**config.mk**
```make
export PLATFORM = sky130hd
export DESIGN_NAME = sprite_motion_ctrl
export DESIGN_NICKNAME = d
export VERILOG_FILES = /design/src/rtl/sprite_motion_ctrl.sv
export SDC_FILE = /design/constraint.sdc
export NUM_CORES = 1
export LEC_CHECK = 0
export ABC_AREA = 1
export CELL_PAD_IN_SITES_DETAIL_PLACEMENT = 1
export CELL_PAD_IN_SITES_GLOBAL_PLACEMENT = 2
export CORE_AREA = 2 2 178 180
export DETAILED_ROUTE_END_ITERATION = 8
export DIE_AREA = 0 0 180 182
export GPL_ROUTABILITY_DRIVEN = 0
export GPL_TIMING_DRIVEN = 0
export PLACE_DENSITY = 0.89
export SLEW_MARGIN = 25
export SYNTH_ARGS = -nofsm -noshare
export SYNTH_HDL_FRONTEND = slang
export SYNTH_SLANG_ARGS = --single-unit
```
**constraint.sdc**
```tcl
create_clock -name clk -period 3.37 [get_ports clk]
set_input_delay 0.5055 -clock clk [delete_from_list [all_inputs] [get_ports clk]]
set_output_delay 0.5055 -clock clk [all_outputs]
set_load 0.1 [all_outputs]
```
**src/rtl/sprite_motion_ctrl.sv**
```systemverilog
// sprite_motion_ctrl: two-axis fixed-point motion controller for a keyboard
// driven sprite, with playfield clamping and a collision-triggered stun.
//
// Ports:
//   clk, resetN        clock, asynchronous active-low reset
//   startOfFrame       one-clk pulse per frame; all motion updates happen here
//   enable             0 freezes state, counter, speeds and position
//   right/left/up/downPress  held keys
//   collision          level, sprite overlaps a hazard
//   topLeftX/Y         pixel position (floor of fixed-point position)
//   speedX/Y           current per-axis speed register (fixed-point)
//   stunned            1 while frozen after a collision
//
// Build option: define SPRITE_MOTION_WRAP_EN to make the X axis wrap around
// the playfield instead of clamping (speedX is kept on wrap).
module sprite_motion_ctrl #(
   parameter int FRAC_BITS   = 6,
   parameter int INITIAL_X   = 320,
   parameter int INITIAL_Y   = 300,
   parameter int OBJ_W       = 64,
   parameter int OBJ_H       = 32,
   parameter int MIN_X       = 10,
   parameter int MAX_X       = 630,
   parameter int MIN_Y       = 0,
   parameter int MAX_Y       = 479,
   parameter int MAX_SPEED   = 120,
   parameter int ACCEL       = 20,
   parameter int STUN_FRAMES = 15
) (
   input  logic               clk,
   input  logic               resetN,
   input  logic               startOfFrame,
   input  logic               enable,
   input  logic               rightPress,
   input  logic               leftPress,
   input  logic               upPress,
   input  logic               downPress,
   input  logic               collision,
   output logic signed [10:0] topLeftX,
   output logic signed [10:0] topLeftY,
   output logic signed [11:0] speedX,
   output logic signed [11:0] speedY,
   output logic               stunned
);

   localparam int ONE = 1 << FRAC_BITS;
   localparam int CW  = (STUN_FRAMES > 0) ? $clog2(STUN_FRAMES + 1) : 1;

   localparam logic signed [31:0] MAX_S  = 32'(MAX_SPEED);
   localparam logic signed [31:0] ACC_S  = 32'(ACCEL);
   localparam logic signed [31:0] INIT_X = 32'(INITIAL_X * ONE);
   localparam logic signed [31:0] INIT_Y = 32'(INITIAL_Y * ONE);
   localparam logic signed [31:0] Y_LO   = 32'(MIN_Y * ONE);
   localparam logic signed [31:0] Y_HI   = 32'((MAX_Y - OBJ_H) * ONE);
`ifdef SPRITE_MOTION_WRAP_EN
   localparam logic signed [31:0] XW_HI  = 32'(MAX_X * ONE);
   localparam logic signed [31:0] XW_LO  = 32'((MIN_X - OBJ_W) * ONE);
`else
   localparam logic signed [31:0] X_LO   = 32'(MIN_X * ONE);
   localparam logic signed [31:0] X_HI   = 32'((MAX_X - OBJ_W) * ONE);
`endif

   typedef enum logic {RUN, STUN} state_t;

   state_t               state;
   logic [CW-1:0]        cnt;
   logic                 coll_latch;
   logic signed [31:0]   posX;
   logic signed [31:0]   posY;

   logic signed [31:0]   sx;
   logic signed [31:0]   sy;
   logic signed [31:0]   sum_x;
   logic signed [31:0]   sum_y;
   logic signed [31:0]   nx_px;
   logic signed [31:0]   nx_py;
   logic signed [11:0]   nx_vx;
   logic signed [11:0]   nx_vy;
   logic                 hit;

   // One-frame speed step: accelerate toward the held direction, or bleed
   // toward zero without overshoot when no single key is held.
   function automatic logic signed [11:0] step_speed(
      input logic signed [31:0] s,
      input logic               pos,
      input logic               neg
   );
      logic signed [31:0] r;
      r = s;
      priority case (1'b1)
         (pos && !neg): r = (s + ACC_S > MAX_S) ? MAX_S : s + ACC_S;
         (neg && !pos): r = (s - ACC_S < -MAX_S) ? -MAX_S : s - ACC_S;
         (s > 0):       r = (s > ACC_S) ? s - ACC_S : '0;
         (s < 0):       r = (s < -ACC_S) ? s + ACC_S : '0;
         default:       r = s;
      endcase
      return 12'(r);
   endfunction

   always_comb begin
      sx    = {{20{speedX[11]}}, speedX};
      sy    = {{20{speedY[11]}}, speedY};
      sum_x = posX + sx;
      sum_y = posY + sy;
      nx_px = sum_x;
      nx_py = sum_y;
      nx_vx = step_speed(sx, rightPress, leftPress);
      nx_vy = step_speed(sy, downPress, upPress);
`ifdef SPRITE_MOTION_WRAP_EN
      if (sum_x > XW_HI)
         nx_px = XW_LO;
      else if (sum_x < XW_LO)
         nx_px = XW_HI;
`else
      if (sum_x < X_LO) begin
         nx_px = X_LO;
         nx_vx = '0;
      end else if (sum_x > X_HI) begin
         nx_px = X_HI;
         nx_vx = '0;
      end
`endif
      if (sum_y < Y_LO) begin
         nx_py = Y_LO;
         nx_vy = '0;
      end else if (sum_y > Y_HI) begin
         nx_py = Y_HI;
         nx_vy = '0;
      end
      // A collision on the frame pulse itself counts for this frame.
      hit = coll_latch | collision;
   end

   always_ff @(posedge clk or negedge resetN) begin
      if (!resetN) begin
         state      <= RUN;
         cnt        <= '0;
         coll_latch <= 1'b0;
         posX       <= INIT_X;
         posY       <= INIT_Y;
         speedX     <= '0;
         speedY     <= '0;
         stunned    <= 1'b0;
      end else begin
         if (startOfFrame)
            coll_latch <= 1'b0;
         else if (collision)
            coll_latch <= 1'b1;

         if (startOfFrame && enable) begin
            unique case (state)
               RUN: begin
                  posX <= nx_px;
                  posY <= nx_py;
                  if (hit) begin
                     state   <= STUN;
                     cnt     <= CW'(STUN_FRAMES);
                     speedX  <= '0;
                     speedY  <= '0;
                     stunned <= 1'b1;
                  end else begin
                     speedX  <= nx_vx;
                     speedY  <= nx_vy;
                  end
               end
               STUN: begin
                  // Counter of 0 (STUN_FRAMES=0) still costs one frame.
                  if (cnt <= CW'(1)) begin
                     state   <= RUN;
                     cnt     <= '0;
                     stunned <= 1'b0;
                  end else begin
                     cnt     <= cnt - CW'(1);
                  end
               end
            endcase
         end
      end
   end

   assign topLeftX = 11'(posX >>> FRAC_BITS);
   assign topLeftY = 11'(posY >>> FRAC_BITS);

endmodule

```
==> flow_summary.toml <==
[power]
total_power_mw = 9.92
comb_power_share = 0.723
power.density_mw_per_mm2 = 809
p_clk_frac = 0.107
swShare = 0.578
seq_power_share = 0.170
p_switching_mw = 5.73
leakagePower_nw = 6.42
p_int_mw = 4.19
ir_drop_v = 0.000464

[cells_and_area]
postLayoutCoreUtil = 0.395
layout-drive-gt1-share = 0.127
final_nets = 1884
layout_commonest_cell = "nand2_1"
antennaDiodeCount = 0
final_cell_mix = "nand2_1, inv_1, nor2_1"
syn_to_final_growth_pct = 22.1
final_cell_area_mm2 = 0.0123

[die]
fp.coreArea_mm2 = 0.0310
row_count = 65
start_util = 0.324
die-area_mm2 = 0.0328
pin_count = 56
fp.dieW_um = 180
die_y_um = 182

[yosys]
synth_cell_types = 53
synthesis.area_mm2 = 0.0100
ys_seq_elements = 90
synth-edff-count = 0
synth-main-ff-cell = "dfrtp_1"
synth-async-reset-ratio = 1.00
ys_seq_area_frac = 0.225
synth_cells = 1712
synth.avg_cell_area_um2 = 5.86
yosysWarnings = 0

[sta]
fin_crit_sh = 0.954
setup_viol = 0
fmax_mhz = 311
maxSlewHeadroom = 0.245
whs_ns = 0.505
fin_crit_ns = 3.21
skew_ns = 0.0119
layout_setup_ws_ns = 0.156
hold_viol = 0
finalMaxSlewViolations = 0
worst-slew-pin-transition_ns = 1.12

[cts]
clk_pin_slew_ns = 0.08
root_buffer = "clkbuf_16"
clk_latency_ns = 0.37
clockBufferDepth = 2
cts_tree = "done"
numCtsBuffers = 9
ctsHtreeMaxLevel = 3
clock-sinks = 90

[drt]
routed_via_density = 4.98
final_antenna_net_count = 0
wirelength_mm = 34.9
wl_per_cell_um = 15.8
vias = 11006
dr.pass1.iters = 4
drt_iter0_markers = 480
drt_drc_violations_left = 0

[hold_path]
hold_class = "flip-flop to flip-flop"
min_path_cells = 2

[flow_run]
drv_cap = 0

[outcome]
status = "finished clean"

[critical_path]
crit_slowest_cell = "dfrtp_4"
cpPeakStageDelay_ns = 0.51
cp_max_fo = 11
critical_path_arrival_ns = 3.47
crit_path_cell_trace = "buf_6 -> ha_2 -> nand2_1 -> inv_1 -> nand2_1 -> nand2_1 -> a21oi_1 -> nand3_1 -> nand2_1 -> nand2_1 -> nor2_1 -> nand2_1 -> nor2_2 -> o211ai_1 -> nand2_2 -> buf_4 -> buf_4 -> nand2_1 -> nand2_1 -> nand2_1"
rr_worst_depth = 20
critical_path.most_common_cell = "nand2_1"
cp-end-kind = "flip-flop"
cp.depth = 20
path_buf_inv = 4
crit_type = "flip-flop to flip-flop"
path_delay_family = "simple AND/OR/NAND/NOR gates"
cp.required_ns = 3.63
cp-start-kind = "flip-flop"

[global_route]
track_usage = 0.213
grt_antenna_before_repair = 0
grt_overflow_total = 0
grt_max_degree = 69
grt_pass1_wl_mm = 57.2
grt_pass1_vias = 11452

[placed_design]
postPlaceCellArea_mm2 = 0.0111
place_ws_ns = -0.746
port_buffers = 51
dp_hpwl_mm = 27.6
-- flip-flops by register name (all words and copies together) (netlist names) --
register and count:
stunned 1, posX 32, speedY 10, speedX 10
cnt 4, coll_latch 1, state 1, posY 31
-- path summary, 6_finish.rpt --
kind                                        start              endpoint  slack [ns]
setup / recovery           speedX[11]$_DFFE_PN0P_  posX[15]$_DFFE_PN0P_        0.16
hold / removal               posX[29]$_DFFE_PN0P_  posX[29]$_DFFE_PN0P_        0.51
setup reg to reg           speedX[11]$_DFFE_PN0P_  posX[15]$_DFFE_PN0P_        0.16
hold reg to reg              posX[29]$_DFFE_PN0P_  posX[29]$_DFFE_PN0P_        0.51
max in group asynchronous                  resetN  posX[12]$_DFFE_PN1P_        2.11
min in group asynchronous                  resetN  posY[16]$_DFFE_PN0P_        0.57
-- kinds of logic after synthesis --
kind of cell / count (synthesis) / synth area share
and+or+nand+nor: 1029 / 0.429
buffers and inverters: 318 / 0.131
AOI/OAI and AO/OA: 163 / 0.0906
DFF: 90 / 0.225
adders and majority gates: 72 / 0.0897
xor gates and xnor gates: 39 / 0.0340
other: 1 / 0.000374
-- final cells by class --
| type | count | area, um^2 |
|---|---|---|
| plain buffers | 48 | 313 |
| clock buffers | 9 | 225 |
| clock inverters | 7 | 67.6 |
| fillers | 4153 | 18700 |
| inverters | 270 | 1010 |
| multi-input cells | 1308 | 7100 |
| flip-flops and latches | 90 | 2280 |
| well taps | 402 | 503 |
| repair buffers | 76 | 749 |
-- per-stage QoR --
step / TNS [ns] / instances
floorplan: 0 / 1716
global placement: -176.46 / 2169
detailed placement: -17.87 / 2170
CTS: 0 / 2197
global route: -0.269 / 2210
finish: 0 / 2210
-- routing by layer --
| layer | wire (um) | vias to the layer above | track usage |
|---|---|---|---|
| met4 | 580 | 0 | 0.0556 |
| met3 | 766 | 32 | 0.0207 |
| met1 | 16600 | 5307 | 0.277 |
| met2 | 16900 | 113 | 0.377 |
| met5 | 0 | - | 0 |
| li1 | - | 5554 | - |
-- power by group through the flow --
stage,combinational (mW),clock (mW),sequential (mW)
2_1_floorplan,4.43,0,2.06
3_3_place_gp,6.36,0,1.69
3_5_place_dp,6.49,0,1.69
4_1_cts,6.78,1.09,1.65
5_1_grt,7.89,1.14,1.72
6_report,7.17,1.07,1.68
-- timing repair --
action,in CTS,in global routing
setup buffers,10,13
resized for setup,38,116
pin swaps,3,17
endpoints found under the hold margin,7,0
hold buffers,1,0
setup endpoints to repair,46,50
-- synth_stat cells, types with 7 or more instances --
cell	n	area, um^2
ha_1	72	901
clkbuf_1	10	37.5
dfrtp_1	84	2100
inv_1	264	991
xnor2_1	10	87.6
nand4_1	40	250
buf_2	7	35.0
nand3_1	128	641
xor2_1	29	254
nor2_2	9	56.3
nor2_1	204	766
nand3b_1	14	105
nand2_2	9	56.3
a21oi_1	68	340
o21ai_1	9	45.0
buf_4	26	195
nand2_1	592	2220
o21ai_0	55	275
nor3_1	16	80.1
-- tightest hold or removal path: cells and delay by family (launching register included) --
kind	cells	cell delay (ns)
DFF	1	0.39
and+or+nand+nor	1	0.04
buffers and inverters	1	0.05
No activity file was read; power rests on OpenSTA's default activity.
